[config.mk]
export PLATFORM = sky130hd
export DESIGN_NAME = rst_seq
export DESIGN_NICKNAME = d
export VERILOG_FILES = /design/src/rtl/rst_seq.sv
export SDC_FILE = /design/constraint.sdc
export NUM_CORES = 1
export LEC_CHECK = 0
export BUFFER_PORTS_ARGS = -buffer_cell sky130_fd_sc_hd__buf_2
export CORE_MARGIN = 4
export CORE_UTILIZATION = 51
export CTS_CLUSTER_DIAMETER = 150
export DETAILED_ROUTE_END_ITERATION = 8
export GPL_ROUTABILITY_DRIVEN = 0
export PLACE_DENSITY = 0.73
export SYNTH_ARGS = -nofsm -noshare
export SYNTH_HDL_FRONTEND = slang
export SYNTH_SLANG_ARGS = --single-unit
export TNS_END_PERCENT = 50
[constraint.sdc]
create_clock -name Clk -period 1.8 [get_ports Clk]
set_clock_uncertainty 0.1 [all_clocks]
set_input_delay 0.36 -clock Clk [delete_from_list [all_inputs] [get_ports Clk]]
set_output_delay 0.36 -clock Clk [all_outputs]
set_load 0.1 [all_outputs]
[src/rtl/rst_seq.sv]
// -----------------------------------------------------------------------------
// rst_seq: reset conditioner for downstream I2C logic.
//
// Synchronises an asynchronous active-low reset request and rejects short
// glitches on it. A qualified request, or a software reset pulse, puts the
// downstream logic into reset. Once the request is released, the reset output
// is held for a further STRETCH_CYCLES cycles. Rejected glitches are counted.
//
// Ports
//   Clk        in   single clock, rising edge
//   Rst        in   asynchronous active-high reset
//   RstReq_n   in   active-low reset request, asynchronous to Clk
//   SwRst      in   software reset pulse, synchronous, active-high
//   RstOut     out  conditioned reset, active-high, driven by a flop
//   RstOut_n   out  inverse of RstOut
//   Ready      out  high only while the sequencer is in RUN
//   GlitchCnt  out  saturating count of rejected request pulses
// -----------------------------------------------------------------------------
module rst_seq #(
   parameter int unsigned SYNC_STAGES    = 2,
   parameter int unsigned FILTER_CYCLES  = 4,
   parameter int unsigned STRETCH_CYCLES = 16
) (
   input  logic       Clk,
   input  logic       Rst,
   input  logic       RstReq_n,
   input  logic       SwRst,
   output logic       RstOut,
   output logic       RstOut_n,
   output logic       Ready,
   output logic [7:0] GlitchCnt
);

   typedef enum logic [1:0] {
      StHold    = 2'd0,
      StStretch = 2'd1,
      StRun     = 2'd2,
      StQualify = 2'd3
   } state_e;

   localparam logic [7:0] StretchLast = 8'(STRETCH_CYCLES - 1);
   localparam logic [7:0] FilterLast  = 8'(FILTER_CYCLES - 1);

   logic [SYNC_STAGES-1:0] r_sync;
   logic                   w_req_sync;
   state_e                 r_state;
   state_e                 w_state_d;
   logic [7:0]             r_scnt;
   logic [7:0]             w_scnt_d;
   logic [7:0]             r_fcnt;
   logic [7:0]             w_fcnt_d;
   logic [7:0]             r_glitch;
   logic [7:0]             w_glitch_d;
   logic                   r_rst_out;
   logic                   r_ready;

   // Synchroniser resets to 0 so the request reads as active until proven idle.
   always_ff @(posedge Clk or posedge Rst) begin
      if (Rst) begin
         r_sync <= '0;
      end else begin
         r_sync <= {r_sync[SYNC_STAGES-2:0], RstReq_n};
      end
   end

   assign w_req_sync = r_sync[SYNC_STAGES-1];

   // Next-state logic; SwRst is tested first everywhere so it dominates ReqSync.
   always_comb begin
      w_state_d  = r_state;
      w_scnt_d   = r_scnt;
      w_fcnt_d   = r_fcnt;
      w_glitch_d = r_glitch;
      unique case (r_state)
         StHold: begin
            if (w_req_sync && !SwRst) begin
               w_state_d = StStretch;
               w_scnt_d  = '0;
            end
         end
         StStretch: begin
            if (!w_req_sync || SwRst) begin
               w_state_d = StHold;
               w_scnt_d  = '0;
            end else if (r_scnt == StretchLast) begin
               w_state_d = StRun;
            end else begin
               w_scnt_d = r_scnt + 8'd1;
            end
         end
         StRun: begin
            if (SwRst) begin
               w_state_d = StHold;
            end else if (!w_req_sync) begin
               w_state_d = StQualify;
               w_fcnt_d  = 8'd1;
            end
         end
         StQualify: begin
            if (SwRst) begin
               w_state_d = StHold;
            end else if (w_req_sync) begin
               // Request vanished before qualifying: count it as a glitch.
               w_state_d = StRun;
               if (r_glitch != 8'hFF) begin
                  w_glitch_d = r_glitch + 8'd1;
               end
            end else if (r_fcnt == FilterLast) begin
               w_state_d = StHold;
            end else begin
               w_fcnt_d = r_fcnt + 8'd1;
            end
         end
         default: begin
            w_state_d = StHold;
         end
      endcase
   end

   // Output flops are loaded from the next state so they track r_state exactly
   // while staying glitch-free.
   always_ff @(posedge Clk or posedge Rst) begin
      if (Rst) begin
         r_state   <= StHold;
         r_scnt    <= '0;
         r_fcnt    <= '0;
         r_glitch  <= '0;
         r_rst_out <= 1'b1;
         r_ready   <= 1'b0;
      end else begin
         r_state   <= w_state_d;
         r_scnt    <= w_scnt_d;
         r_fcnt    <= w_fcnt_d;
         r_glitch  <= w_glitch_d;
         r_rst_out <= (w_state_d == StHold) || (w_state_d == StStretch);
         r_ready   <= (w_state_d == StRun);
      end
   end

   assign RstOut    = r_rst_out;
   assign RstOut_n  = ~r_rst_out;
   assign Ready     = r_ready;
   assign GlitchCnt = r_glitch;

endmodule

# Word-level counts from Yosys, hierarchy flattened
# Cells that the tools add are included.
[word_totals] inputBits=4 register_bits=30 out_inout_bits=11
[classes] n_bitwise=2 muxes=19 n_eq_ne=15 add_sub_neg=3 reduce_logical=12
[op_table] operator="8-bit 2-to-1 mux" n=8
[op_table] operator="8-bit one-hot mux with 2 select lines" n=2
[op_table] operator="8-bit by 1-bit adder with 8-bit output, second input constant" n=3
[op_table] operator="2-bit 2-to-1 mux" n=8
[op_table] operator="2-bit inequality test, second input constant" n=6
[op_table] operator="8-bit by 2-bit == test with 1-bit output, second input constant" n=1
[op_table] operator="8-bit by 4-bit == test with 1-bit output, second input constant" n=1
[op_table] operator="8-bit inequality test, second input constant" n=1
[op_table] operator="2-bit one-hot mux with 4 select lines" n=1
[op_table] operator="2-bit == test, second input constant" n=3
[op_table] operator="6-bit AND reduction" n=1
[op_table] operator="2-bit by 1-bit == test with 1-bit output, second input constant" n=2
[op_table] operator="2-bit zero test" n=2
[op_table] operator="4-bit AND reduction" n=1
[op_table] operator="2-bit nonzero test" n=2
[op_table] operator="3-bit inequality test, second input constant" n=1
[op_table] operator="3-bit AND reduction" n=1
[op_table] operator="1-bit zero test" n=2
[op_table] operator="1-bit logical OR" n=2
[op_table] operator="1-bit NOT" n=2
[op_table] operator="1-bit logical AND" n=1

# Longest topological paths before layout
# Gate-level depths: netlist (run 1).
[logic_depth] depth_word=7 depth_mapped=6 ltp_nobuf=5

# Least setup slack after synthesis (run 1)
# OpenSTA, ideal clock, no wires.
[synth_timing] path_kind="reg2reg" startpoint="register r_glitch[0], in the netlist GlitchCnt[0]" endpoint="register r_glitch[1], in the netlist GlitchCnt[1]" stages_incl_launch_ff=5 synth_period_minus_slack_ns=2.416 n_path_buf=0 slack_ns=-0.616 arrival_ns=2.190 t_required_ns=1.574 path_cell_list="dfrtp_1 ha_1 and3_1 a311oi_2 mux2_2"
[synth_between] elab_chain_len=2 elab_cells_between_ends=3
[synth_rtl] element="from (decl)" line="52" source="logic [7:0] r_glitch;"
[synth_rtl] element="from (signal assigned)" line="134" source="r_glitch <= w_glitch_d;"
[synth_rtl] element="branches (longest 2 deep; another with 8-bit by 1-bit adder with 8-bit output)"
# Several ways; the timed one is not identified.
# A chain may end at the register's enable or synchronous reset.

# Final worst setup path (run 1)
[layout_timing] startpoint="register r_glitch[1], in the netlist GlitchCnt[1]" endpoint="register r_glitch[1], in the netlist GlitchCnt[1]"
# The elaborated chain is that of the path after synthesis.

==> results.txt, run 1 <==
----------------------------------------------------
[Global route]
  Pin count of the biggest net entering global routing ... 31
  Overall track demand over capacity in global routing ... 0.191
  Number of antenna violations at the first check in global routing ... 0
  Number of global-route vias before repair ... about 1.1k
  Global-route wire length before repair ... 5180 µm
  GR Overflow Total ... 0

[Critical path]
  Destination of the worst register-to-register timing path ... GlitchCnt[1]
  Required @ worst endpoint ... 1.91 ns
  Flop2flop setup slack ... 0.01 ns
  Maximum fanout count along the critical path ... 8
  Critical path launch point type ... flip-flop
  Depth of the worst register-to-register path ... 5
  Crit-path cells ... ha_4, and3_4, a311oi_4, buf_6, mux2_4
  Cell with the largest stage delay on the worst path ... sky130_fd_sc_hd__dfrtp_4
  Crit-path max cell delay ... 0.50 ns
  Signal arrival time at the worst endpoint ... between 1.5 and 2 ns
  Reg2reg start ... GlitchCnt[1]
  Sort of element at the end of the critical path ... flip-flop
  Worst setup path class ... flip-flop to flip-flop

[Flow run]
  # Max-Cap Violations ... 0

[Floorplanning]
  Effective utilization at floorplan ... 0.534
  Site row count ... 19
  Die Ht ... 62.0 µm
  Count of pins on the block boundary ... 15
  Area of the core ... 0.00278 mm²
  Die area ... 0.00384 mm²
  Die Wd ... 62.0 µm

[Synth]
  Mean post-synth cell area ... between 10 and 15 µm²
  Number of synthesis warnings ... 0
  Net count after synthesis ... 150
  Number of register bits inferred by synthesis ... 30
  Sequential area share after synthesis ... 0.506
  Number of unique standard cell types used by synthesis ... 35
  Cells after synthesis ... 143
  Mapped cell area ... between 0.001 and 0.0015 mm²

[Power]
  Proportion of total power due to net switching ... 0.245
  Leakage Power ... 0.842 nW
  Switching power of the nets ... 0.000291 W
  Fraction of power consumed by the clock network ... 0.357
  Sequential fraction of design power ... 0.584
  Internal ... 0.000898 W
  Worst IR Drop VDD ... 0.491 mV
  Power density of the placed cells ... between 600 and 700 mW/mm²
  Combinational share of power ... 0.059
  Total Power ... roughly 0.0012 W

[Detailed routing]
  1st-iter DRT viols ... 51
  Detail Route Antenna Nets ... 0
  Post-route DRC violation count ... 0
  Total iterations of the first detailed-routing run ... 4
  Post-Route WL ... ~3100 µm
  Total number of vias ... 1203
  Average detailed-routed wire length per instance ... around 15 µm
  Mean number of vias per cell ... between 5 and 6

[Timing]
  Worst slew pin tran ... 0.492 ns
  Setup_tns ... 0 ns
  Count of final setup violators ... 0
  Worst hold margin ... -0.00967 ns
  Tcrit/Tclk final ... 0.992
  Number of max-slew violations in the final report ... 0
  Post-layout min period ... 1.79 ns
  Upper clock frequency limit ... 0.560 GHz
  Setup repair after global routing missed its margin ... true
  Final Hold Vio Count ... 20
  Slew headroom ... 0.674

[Clock network]
  Number of clock sinks ... 30
  TritonCTS clock tree ... yes
  Clock buffer depth ... 2
  Latest clock arrival within the worst-skew pair ... between 0.3 and 0.4 ns
  H-tree depth ... 2
  Clock tree root driver cell ... sky130_fd_sc_hd__clkbuf_4
  CTS buffer count ... 5
  Register clock-pin slew on the reported worst setup and hold paths ... 0.10 ns
  Number of buffers inserted for hold repair after clock tree synthesis ... 0

[Cells and area]
  Total area of multi-input combinational cells ... 749 µm²
  FF+latch area ... 766 µm²
  Nets ... 185
  Inserted Diodes ... 0
  Proportion of layout cells with a drive suffix above 1 ... 0.341
  Growth of design area from synthesis to finish ... 24.0%
  Layout filler cell count ... approximately 230
  Post-layout instance count excluding filler cells ... between 200 and 250

[Hold path]
  HP Class ... input port to asynchronous set/reset pin

[Placed design]
  Number of buffers inserted by port buffering ... 14
  Half-perimeter wire length after placement ... about 2200 µm
  Count of placed standard cells including taps ... 200

[Status]
  Violations in the final reports ... negative hold slack
  Status ... finished, violations left

----------------------------------------------------
==> Yosys cell counts <==
library cell	number	area, µm²
sky130_fd_sc_hd__dfrtp_1	29	726
sky130_fd_sc_hd__nand2_1	14	52.6
sky130_fd_sc_hd__o21ai_0	12	60.1
sky130_fd_sc_hd__a21oi_1	9	45.0
sky130_fd_sc_hd__xnor2_1	7	61.3
sky130_fd_sc_hd__and3_1	6	37.5
sky130_fd_sc_hd__nand3_1	6	30.0
sky130_fd_sc_hd__nand4_1	6	37.5
sky130_fd_sc_hd__nor2_1	5	18.8
sky130_fd_sc_hd__inv_1	4	15.0
sky130_fd_sc_hd__or3_1	4	25.0
sky130_fd_sc_hd__xor2_1	4	35.0
sky130_fd_sc_hd__a31oi_1	3	18.8
sky130_fd_sc_hd__ha_1	3	37.5
sky130_fd_sc_hd__o211ai_1	3	22.5
sky130_fd_sc_hd__and4_1	2	17.5
sky130_fd_sc_hd__and4bb_2	2	25.0
sky130_fd_sc_hd__buf_6	2	22.5
sky130_fd_sc_hd__clkbuf_1	2	7.51
sky130_fd_sc_hd__nand2b_1	2	12.5
sky130_fd_sc_hd__nor2b_1	2	12.5
sky130_fd_sc_hd__nor4_1	2	12.5
sky130_fd_sc_hd__or4_1	2	15.0
sky130_fd_sc_hd__a21bo_1	1	10.0
sky130_fd_sc_hd__a21boi_0	1	7.51
sky130_fd_sc_hd__a21o_1	1	7.51
sky130_fd_sc_hd__a311oi_1	1	8.76
sky130_fd_sc_hd__a311oi_2	1	15.0
sky130_fd_sc_hd__a41oi_1	1	8.76
sky130_fd_sc_hd__and2_1	1	6.26
sky130_fd_sc_hd__dfstp_2	1	26.3
sky130_fd_sc_hd__mux2_2	1	11.3
sky130_fd_sc_hd__mux2i_1	1	10.0
sky130_fd_sc_hd__nor3b_4	1	18.8
sky130_fd_sc_hd__o311ai_0	1	8.76
==> worst max-delay path by stage <==
stage | from | end | slack [ns] | depth (start not counted)
floorplan | GlitchCnt[1] | GlitchCnt[7] | -0.21 | 5
global placement | GlitchCnt[1] | GlitchCnt[1] | 0.01 | 5
detailed placement | GlitchCnt[1] | GlitchCnt[1] | -0.04 | 5
CTS | GlitchCnt[1] | GlitchCnt[1] | 0.005 | 5
global route | GlitchCnt[1] | GlitchCnt[1] | -0.03 | 5
finish | GlitchCnt[1] | GlitchCnt[1] | 0.01 | 5
==> worst max-delay path: cells and delay by family, from the launching register on <==
family / cells / cell delay (ns)
AO/OA/AOI/OAI: 1 / 0.25
adder cells (fa/ha/maj): 1 / 0.17
buffers and inverters: 1 / 0.16
flip-flops: 1 / 0.50
multiplexers: 1 / 0.30
AND/OR/NAND/NOR: 1 / 0.18
==> power groups by stage <==
stage          clock network, W  registers (W)  logic (W)
2_1_floorplan                 0       0.000709  0.0000384
5_1_grt                0.000478       0.000696  0.0000801
3_5_place_dp                  0       0.000707  0.0000671
6_report               0.000424       0.000694  0.0000704
4_1_cts                0.000439       0.000694  0.0000672
3_3_place_gp                  0       0.000707  0.0000647
==> cell usage in the layout, fill, tap and decap left out, types with 2 or more instances in the layout <==
cell type and instances:
sky130_fd_sc_hd__a21oi_1 7, sky130_fd_sc_hd__a21oi_2 2, sky130_fd_sc_hd__a31oi_1 3, sky130_fd_sc_hd__and3_1 5
sky130_fd_sc_hd__and4bb_2 2, sky130_fd_sc_hd__buf_2 12, sky130_fd_sc_hd__buf_4 17, sky130_fd_sc_hd__clkbuf_4 7
sky130_fd_sc_hd__dfrtp_1 22, sky130_fd_sc_hd__dfrtp_2 5, sky130_fd_sc_hd__dfrtp_4 2, sky130_fd_sc_hd__inv_1 4
sky130_fd_sc_hd__nand2_1 14, sky130_fd_sc_hd__nand2b_1 2, sky130_fd_sc_hd__nand3_1 6, sky130_fd_sc_hd__nand4_1 6
sky130_fd_sc_hd__nor2_1 5, sky130_fd_sc_hd__nor4_2 2, sky130_fd_sc_hd__o211ai_1 3, sky130_fd_sc_hd__o21ai_0 12
sky130_fd_sc_hd__or3_1 4, sky130_fd_sc_hd__or4_1 2, sky130_fd_sc_hd__xnor2_1 7, sky130_fd_sc_hd__xor2_1 4
==> through the flow <==
step | hold WS (ns) | instance area [µm²] | utilization | worst slack (ns)
after floorplan | 0.231 | 1530 | - | -0.213
after global placement | 0.234 | 1730 | 0.623 | 0.0110
after detailed placement | 0.242 | 1730 | 0.623 | -0.0354
after CTS | 0.00119 | 1810 | 0.650 | 0.00466
after global routing | 0.00566 | 1840 | 0.663 | -0.0257
final | -0.00967 | 1840 | 0.663 | 0.0139
==> logic make-up after synthesis <==
| kind of cell | Yosys count | share of synthesized area |
|---|---|---|
| AND/OR/NAND/NOR | 55 | 0.216 |
| multiplexers | 2 | 0.0143 |
| adder cells (fa/ha/maj) | 3 | 0.0253 |
| flip-flops | 30 | 0.506 |
| buffers and inverters | 8 | 0.0303 |
| AO/OA/AOI/OAI | 34 | 0.143 |
| XOR/XNOR | 11 | 0.0648 |
==> per-layer routing <==
metal / vias up / wire [µm] / GRT usage
li1: 598 / - / -
met1: 578 / 1410 / 0.257
met2: 23 / 1470 / 0.283
met3: 4 / 139 / 0.0764
met4: 0 / 41 / 0.0636
met5: - / 0 / 0
==> timing repair <==
item / CTS / global route
resized for setup: 2 / 9
pin swaps: 2 / 2
buffers inserted: 1 / 1
setup endpoints to repair: 7 / 13
==> area by class of cell <==
class                           count  share of cell area
Clock buffer                        7              0.0299
Clock inverter                      1             0.00272
Inverter                            4             0.00815
Multi-Input combinational cell    105               0.407
Sequential cell                    30               0.415
Tap cell                           31              0.0210
Timing Repair Buffer               32               0.116
==> sequential cells by signal, indices dropped and copies added, names as in the netlist <==
register / flops
GlitchCnt: 8
r_fcnt: 8
r_scnt: 8
r_state: 2
r_sync: 2
Ready: 1
RstOut: 1
Power figures use the tool's default switching activity.
==> run 2, diff against run 1 <==
--- a/config.mk
+++ b/config.mk
@@ -6,7 +6,6 @@
 export NUM_CORES = 1
 export LEC_CHECK = 0
 export BUFFER_PORTS_ARGS = -buffer_cell sky130_fd_sc_hd__buf_2
-export CORE_MARGIN = 4
 export CORE_UTILIZATION = 51
 export CTS_CLUSTER_DIAMETER = 150
 export DETAILED_ROUTE_END_ITERATION = 8
==> results.txt, run 2 (synthesized netlist as in run 1, its figures left out) <==
----------------------------------------------------
[Critical path]
  Worst setup path class ... flip-flop to flip-flop
  Destination of the worst register-to-register timing path ... GlitchCnt[1]
  Flop2flop setup slack ... 0.03 ns
  Signal arrival time at the worst endpoint ... ~1.9 ns
  Required @ worst endpoint ... 1.94 ns
  Sort of element at the end of the critical path ... flip-flop
  Crit-path max cell delay ... 0.50 ns
  Critical path launch point type ... flip-flop
  Number of buffers and inverters on the critical path ... 1
  Maximum fanout count along the critical path ... 8
  Cell with the largest stage delay on the worst path ... sky130_fd_sc_hd__dfrtp_4
  Crit-path cells ... ha_4, and3_4, a311oi_4, buf_6, mux2_4
  Critical path's top delay family ... flip-flops
  Depth of the worst register-to-register path ... 5
  Reg2reg start ... GlitchCnt[0]
  Worst setup path start ... GlitchCnt[0]

[Timing]
  Tcrit/Tclk final ... 0.986
  Setup repair after global routing missed its margin ... true
  Count of final setup violators ... 0
  PnR worst setup slack ... 0.0251 ns
  Final Hold Vio Count ... 0
  Upper clock frequency limit ... ~0.56 GHz
  Setup_tns ... 0 ns
  Post-layout min period ... about 1.8 ns
  Slew headroom ... 0.675
  Worst slew pin tran ... 0.491 ns
  Number of max-slew violations in the final report ... 0

[Clock network]
  Number of clock sinks ... 30
  TritonCTS clock tree ... yes
  Register clock-pin slew on the reported worst setup and hold paths ... 0.10 ns
  Clock tree root driver cell ... sky130_fd_sc_hd__clkbuf_4
  Latest clock arrival within the worst-skew pair ... between 0.3 and 0.4 ns
  H-tree depth ... 2
  Clock buffer depth ... 2
  CTS buffer count ... 5

[Detailed routing]
  Average detailed-routed wire length per instance ... 14.7 µm
  Total iterations of the first detailed-routing run ... 4
  Post-route DRC violation count ... 0
  Post-Route WL ... 3150 µm
  Total number of vias ... 1211
  1st-iter DRT viols ... 25
  Mean number of vias per cell ... 5.63
  Detail Route Antenna Nets ... 0

[Cells and area]
  Nets ... between 150 and 200
  Final standard cell utilization of the core ... 0.686
  Layout filler cell count ... 211
  Total area of multi-input combinational cells ... between 700 and 800 µm²
  Most common cell after layout, fill and taps aside ... sky130_fd_sc_hd__dfrtp_1
  Most frequent cells in the layout ... 22 x sky130_fd_sc_hd__dfrtp_1, 21 x sky130_fd_sc_hd__buf_4, 14 x sky130_fd_sc_hd__nand2_1
  Inserted Diodes ... 0
  Growth of design area from synthesis to finish ... 27.2%
  FF+latch area ... 766 µm²
  Proportion of layout cells with a drive suffix above 1 ... 0.332

[Floorplanning]
  Site row count ... 19
  Count of pins on the block boundary ... 15
  Die Wd ... 56.0 µm
  Die area ... 0.00313 mm²
  Effective utilization at floorplan ... 0.539
  Die Ht ... ~56 µm
  Area of the core ... 0.00276 mm²

[Global route]
  Global-route wire length before repair ... 5360 µm
  Overall track demand over capacity in global routing ... 0.223
  GR Overflow Total ... 0
  Number of global-route vias before repair ... around 1.2k
  Pin count of the biggest net entering global routing ... 16
  Number of antenna violations at the first check in global routing ... 0

[Placed design]
  Half-perimeter wire length after placement ... 2340 µm
  Worst setup slack before clock tree synthesis ... -0.0206 ns
  Number of buffers inserted by port buffering ... 14

[Hold path]
  Hold path startpoint ... RstReq_n
  Min-Delay Endpoint ... r_sync[0]
  Number of instances on the worst hold path ... 1
  HP Class ... input port to flip-flop

[Power]
  Leakage Power ... 0.870 nW
  Worst IR Drop VDD ... a little over 0.9 mV
  Power density of the placed cells ... 707 mW/mm²

[Status]
  Status ... finished clean

[Flow run]
  # Max-Cap Violations ... 0

----------------------------------------------------
==> run 2: cell count changes in the layout (fill, tap and decap cells not counted), sizes merged <==
cell,before,now
buf,30,34
bufinv,0,1
clkinv,1,0
dlygate4sd3,0,1
==> run 2: routing by layer <==
metal  GRT usage  up-vias  wire length [µm]
met5           0        -                 0
met4       0.108        0                60
met3      0.0581        7               159
met2       0.362       29              1490
met1       0.277      567              1440
li1            -      608                 -
==> run 2: worst max path at each step <==
stage | cells after the start | to
5_1_grt | 5 | GlitchCnt[1]
4_1_cts | 5 | r_fcnt[6]
2_1_floorplan | 5 | GlitchCnt[7]
6_report | 5 | GlitchCnt[1]
3_5_place_dp | 5 | GlitchCnt[1]
3_3_place_gp | 5 | GlitchCnt[1]
==> run 2: report_power, final <==
group | switching (W) | total (W) | internal [W]
Sequential | 0.00000863 | 0.000693 | 0.000684
Combinational | 0.0000497 | 0.0000786 | 0.0000289
Clock | 0.000234 | 0.000566 | 0.000331
==> run 2: cell type report <==
class | instances | share of cell area
flip-flops and latches | 30 | 0.405
multi-input cells | 105 | 0.387
repair buffers | 37 | 0.134
clock buffers | 7 | 0.0291
well taps | 31 | 0.0205
clock inverters | 1 | 0.0159
inverters | 4 | 0.00794
==> run 2: worst reg2reg max path, delay by kind of cell (launching register included) <==
| kind | cells | cell delay (ns) |
|---|---|---|
| compound gates | 1 | 0.26 |
| fa+ha+maj | 1 | 0.16 |
| buf+inv | 1 | 0.17 |
| flops | 1 | 0.50 |
| mux | 1 | 0.29 |
| simple gates | 1 | 0.18 |
==> run 2: timing repair <==
action / CTS / global route
hold buffers: 1 / 0
setup endpoints to repair: 5 / 15
hold endpoints to repair: 29 / 0
gates resized for setup: 2 / 4
buffers inserted: 1 / 3
gates cloned: 0 / 0
pin swaps: 1 / 5
==> run 2: stage by stage <==
stage	area [µm²]	total power, W	hold slack [ns]	instances
detailed placement	1750	0.000777	0.254	202
global placement	1750	0.000772	0.239	202
floorplan	1530	0.000748	0.231	143
global route	1890	0.00138	0.0136	215
finish	1890	0.00134	0.0203	215
CTS	1860	0.00134	0.00918	212
==> run 3, diff against run 2 <==
--- a/config.mk
+++ b/config.mk
@@ -6,10 +6,12 @@
 export NUM_CORES = 1
 export LEC_CHECK = 0
 export BUFFER_PORTS_ARGS = -buffer_cell sky130_fd_sc_hd__buf_2
+export CORE_ASPECT_RATIO = 1.4
 export CORE_UTILIZATION = 51
 export CTS_CLUSTER_DIAMETER = 150
 export DETAILED_ROUTE_END_ITERATION = 8
 export GPL_ROUTABILITY_DRIVEN = 0
+export MAX_ROUTING_LAYER = met4
 export PLACE_DENSITY = 0.73
 export SYNTH_ARGS = -nofsm -noshare
 export SYNTH_HDL_FRONTEND = slang
==> results.txt, run 3 (synthesized netlist as in run 1, its figures left out) <==
----------------------------------------------------
[Cells and area]
  Growth of design area from synthesis to finish ... 28.4%
  Nets ... 190
  Proportion of layout cells with a drive suffix above 1 ... 0.364
  Most frequent cells in the layout ... 22 x sky130_fd_sc_hd__dfrtp_1, 22 x sky130_fd_sc_hd__buf_4, 14 x sky130_fd_sc_hd__nand2_1
  Post-layout instance count excluding filler cells ... 220
  Area of all placed cells without fillers ... 0.00191 mm²
  Inserted Diodes ... 0

[Power]
  Worst IR Drop VDD ... 0.547 mV
  Leakage Power ... 0.876 nW
  Power density of the placed cells ... 665 mW/mm²
  Total Power ... about 0.0013 W

[Flow run]
  # Max-Cap Violations ... 0

[Placed design]
  Half-perimeter wire length after placement ... 2390 µm
  Worst setup slack before clock tree synthesis ... -0.0244 ns
  Placed cell area ... 0.00177 mm²
  Count of placed standard cells including taps ... 209
  Number of buffers inserted by port buffering ... 14

[Timing]
  Tcrit/Tclk final ... 1.01
  Final Hold Vio Count ... 0
  Slew headroom ... 0.678
  Worst slew pin tran ... 0.486 ns
  Post-layout min period ... 1.82 ns
  Setup repair after global routing missed its margin ... true
  Number of max-slew violations in the final report ... 0
  Worst hold margin ... 0.0370 ns
  PnR worst setup slack ... -0.0180 ns
  Count of final setup violators ... 1
  Upper clock frequency limit ... 0.550 GHz

[Global route]
  Overall track demand over capacity in global routing ... 0.254
  Number of global-route vias before repair ... 1253
  Number of antenna violations at the first check in global routing ... 0
  Global-route wire length before repair ... ~5400 µm
  GR Overflow Total ... 0
  Pin count of the biggest net entering global routing ... 18

[Critical path]
  Crit-path max cell delay ... 0.50 ns
  Required @ worst endpoint ... about 1.9 ns
  Sort of element at the end of the critical path ... flip-flop
  Cell with the largest stage delay on the worst path ... sky130_fd_sc_hd__dfrtp_4
  Crit-path cells ... ha_4, and3_4, a311oi_4, buf_4, mux2_4
  Critical path launch point type ... flip-flop
  Critical path's top delay family ... flip-flops
  Worst setup path class ... flip-flop to flip-flop
  Maximum fanout count along the critical path ... 3
  Number of buffers and inverters on the critical path ... 1
  Signal arrival time at the worst endpoint ... 1.94 ns

[Floorplanning]
  Effective utilization at floorplan ... 0.551
  Count of pins on the block boundary ... 15
  Area of the core ... roughly 0.0027 mm²
  Die area ... 0.00314 mm²
  Die Ht ... roughly 66 µm
  Die Wd ... 47.6 µm
  Site row count ... 22

[Clock network]
  CTS buffer count ... 5
  H-tree depth ... 2
  Number of clock sinks ... 30
  Register clock-pin slew on the reported worst setup and hold paths ... approximately 0.09 ns
  Latest clock arrival within the worst-skew pair ... 0.33 ns
  TritonCTS clock tree ... yes
  Clock tree root driver cell ... sky130_fd_sc_hd__clkbuf_4
  Clock buffer depth ... 2

[Detailed routing]
  Total number of vias ... about 1.3k
  Post-Route WL ... 3250 µm
  Total iterations of the first detailed-routing run ... 4
  Mean number of vias per cell ... 5.70
  1st-iter DRT viols ... 21
  Post-route DRC violation count ... 0
  Detail Route Antenna Nets ... 0
  Average detailed-routed wire length per instance ... 14.8 µm

[Status]
  Status ... finished, violations left
  Violations in the final reports ... negative setup slack

[Hold path]
  HP Class ... input port to flip-flop

----------------------------------------------------
[run 3: cell types whose count changed in the layout (fill, tap and decap cells not counted), sizes merged]
| cell | before | now |
|---|---|---|
| buf | 34 | 35 |
| bufinv | 1 | 0 |
[run 3: path summary, 6_finish.rpt]
| kind | slack (ns) | startpoint | cells after the start | to |
|---|---|---|---|---|
| worst max-delay path | -0.02 | GlitchCnt[0] | 5 | GlitchCnt[1] |
| worst min-delay path | 0.04 | RstReq_n | 1 | r_sync[0] |
| worst max register to register | -0.02 | GlitchCnt[0] | 5 | GlitchCnt[1] |
| worst min register to register | 0.26 | r_sync[0] | 0 | r_sync[1] |
| max in group asynchronous | 0.84 | Rst | 4 | RstOut |
| min in group asynchronous | 0.47 | Rst | 4 | GlitchCnt[6] |
[run 3: layout make-up]
cell class | count | area [µm²]
multi-input cells | 105 | 756
clock buffers | 8 | 78.8
flip-flops and latches | 30 | 766
fillers | 233 | 790
well taps | 36 | 45.0
repair buffers | 37 | 248
inverters | 4 | 15.0
[run 3: what timing repair did]
item | in CTS | in global routing
endpoints found under the setup margin | 7 | 17
hold buffers | 1 | 0
gates resized for setup | 1 | 9
setup buffers | 2 | 0
pin swaps | 2 | 0
hold endpoints to repair | 29 | 0
[run 3: worst reg2reg max path: stages, from the launching register on]
cell                       delay, ns
sky130_fd_sc_hd__dfrtp_4        0.50
sky130_fd_sc_hd__ha_4           0.17
sky130_fd_sc_hd__and3_4         0.18
sky130_fd_sc_hd__a311oi_4       0.28
sky130_fd_sc_hd__buf_4          0.18
sky130_fd_sc_hd__mux2_4         0.29
[run 3: routing by layer]
layer  track usage  share of wire  wire, µm
met5             -              0         0
met2         0.433           0.54      1750
met4         0.108          0.018        57
met3        0.0574          0.040       129
met1         0.271           0.40      1310
[run 3: power breakdown]
part	switching [W]	internal (W)
clock network	0.000232	0.000267
registers	0.0000104	0.000684
logic	0.0000471	0.0000280
total	0.000290	0.000979
[run 3: metrics by stage]
step                      setup TNS (ns)  utilization
after CTS                       -0.00532        0.695
after global routing              -0.182        0.707
final                            -0.0180        0.707
after floorplan                    -1.32            -
after global placement                 0        0.655
after detailed placement         -0.0549        0.655
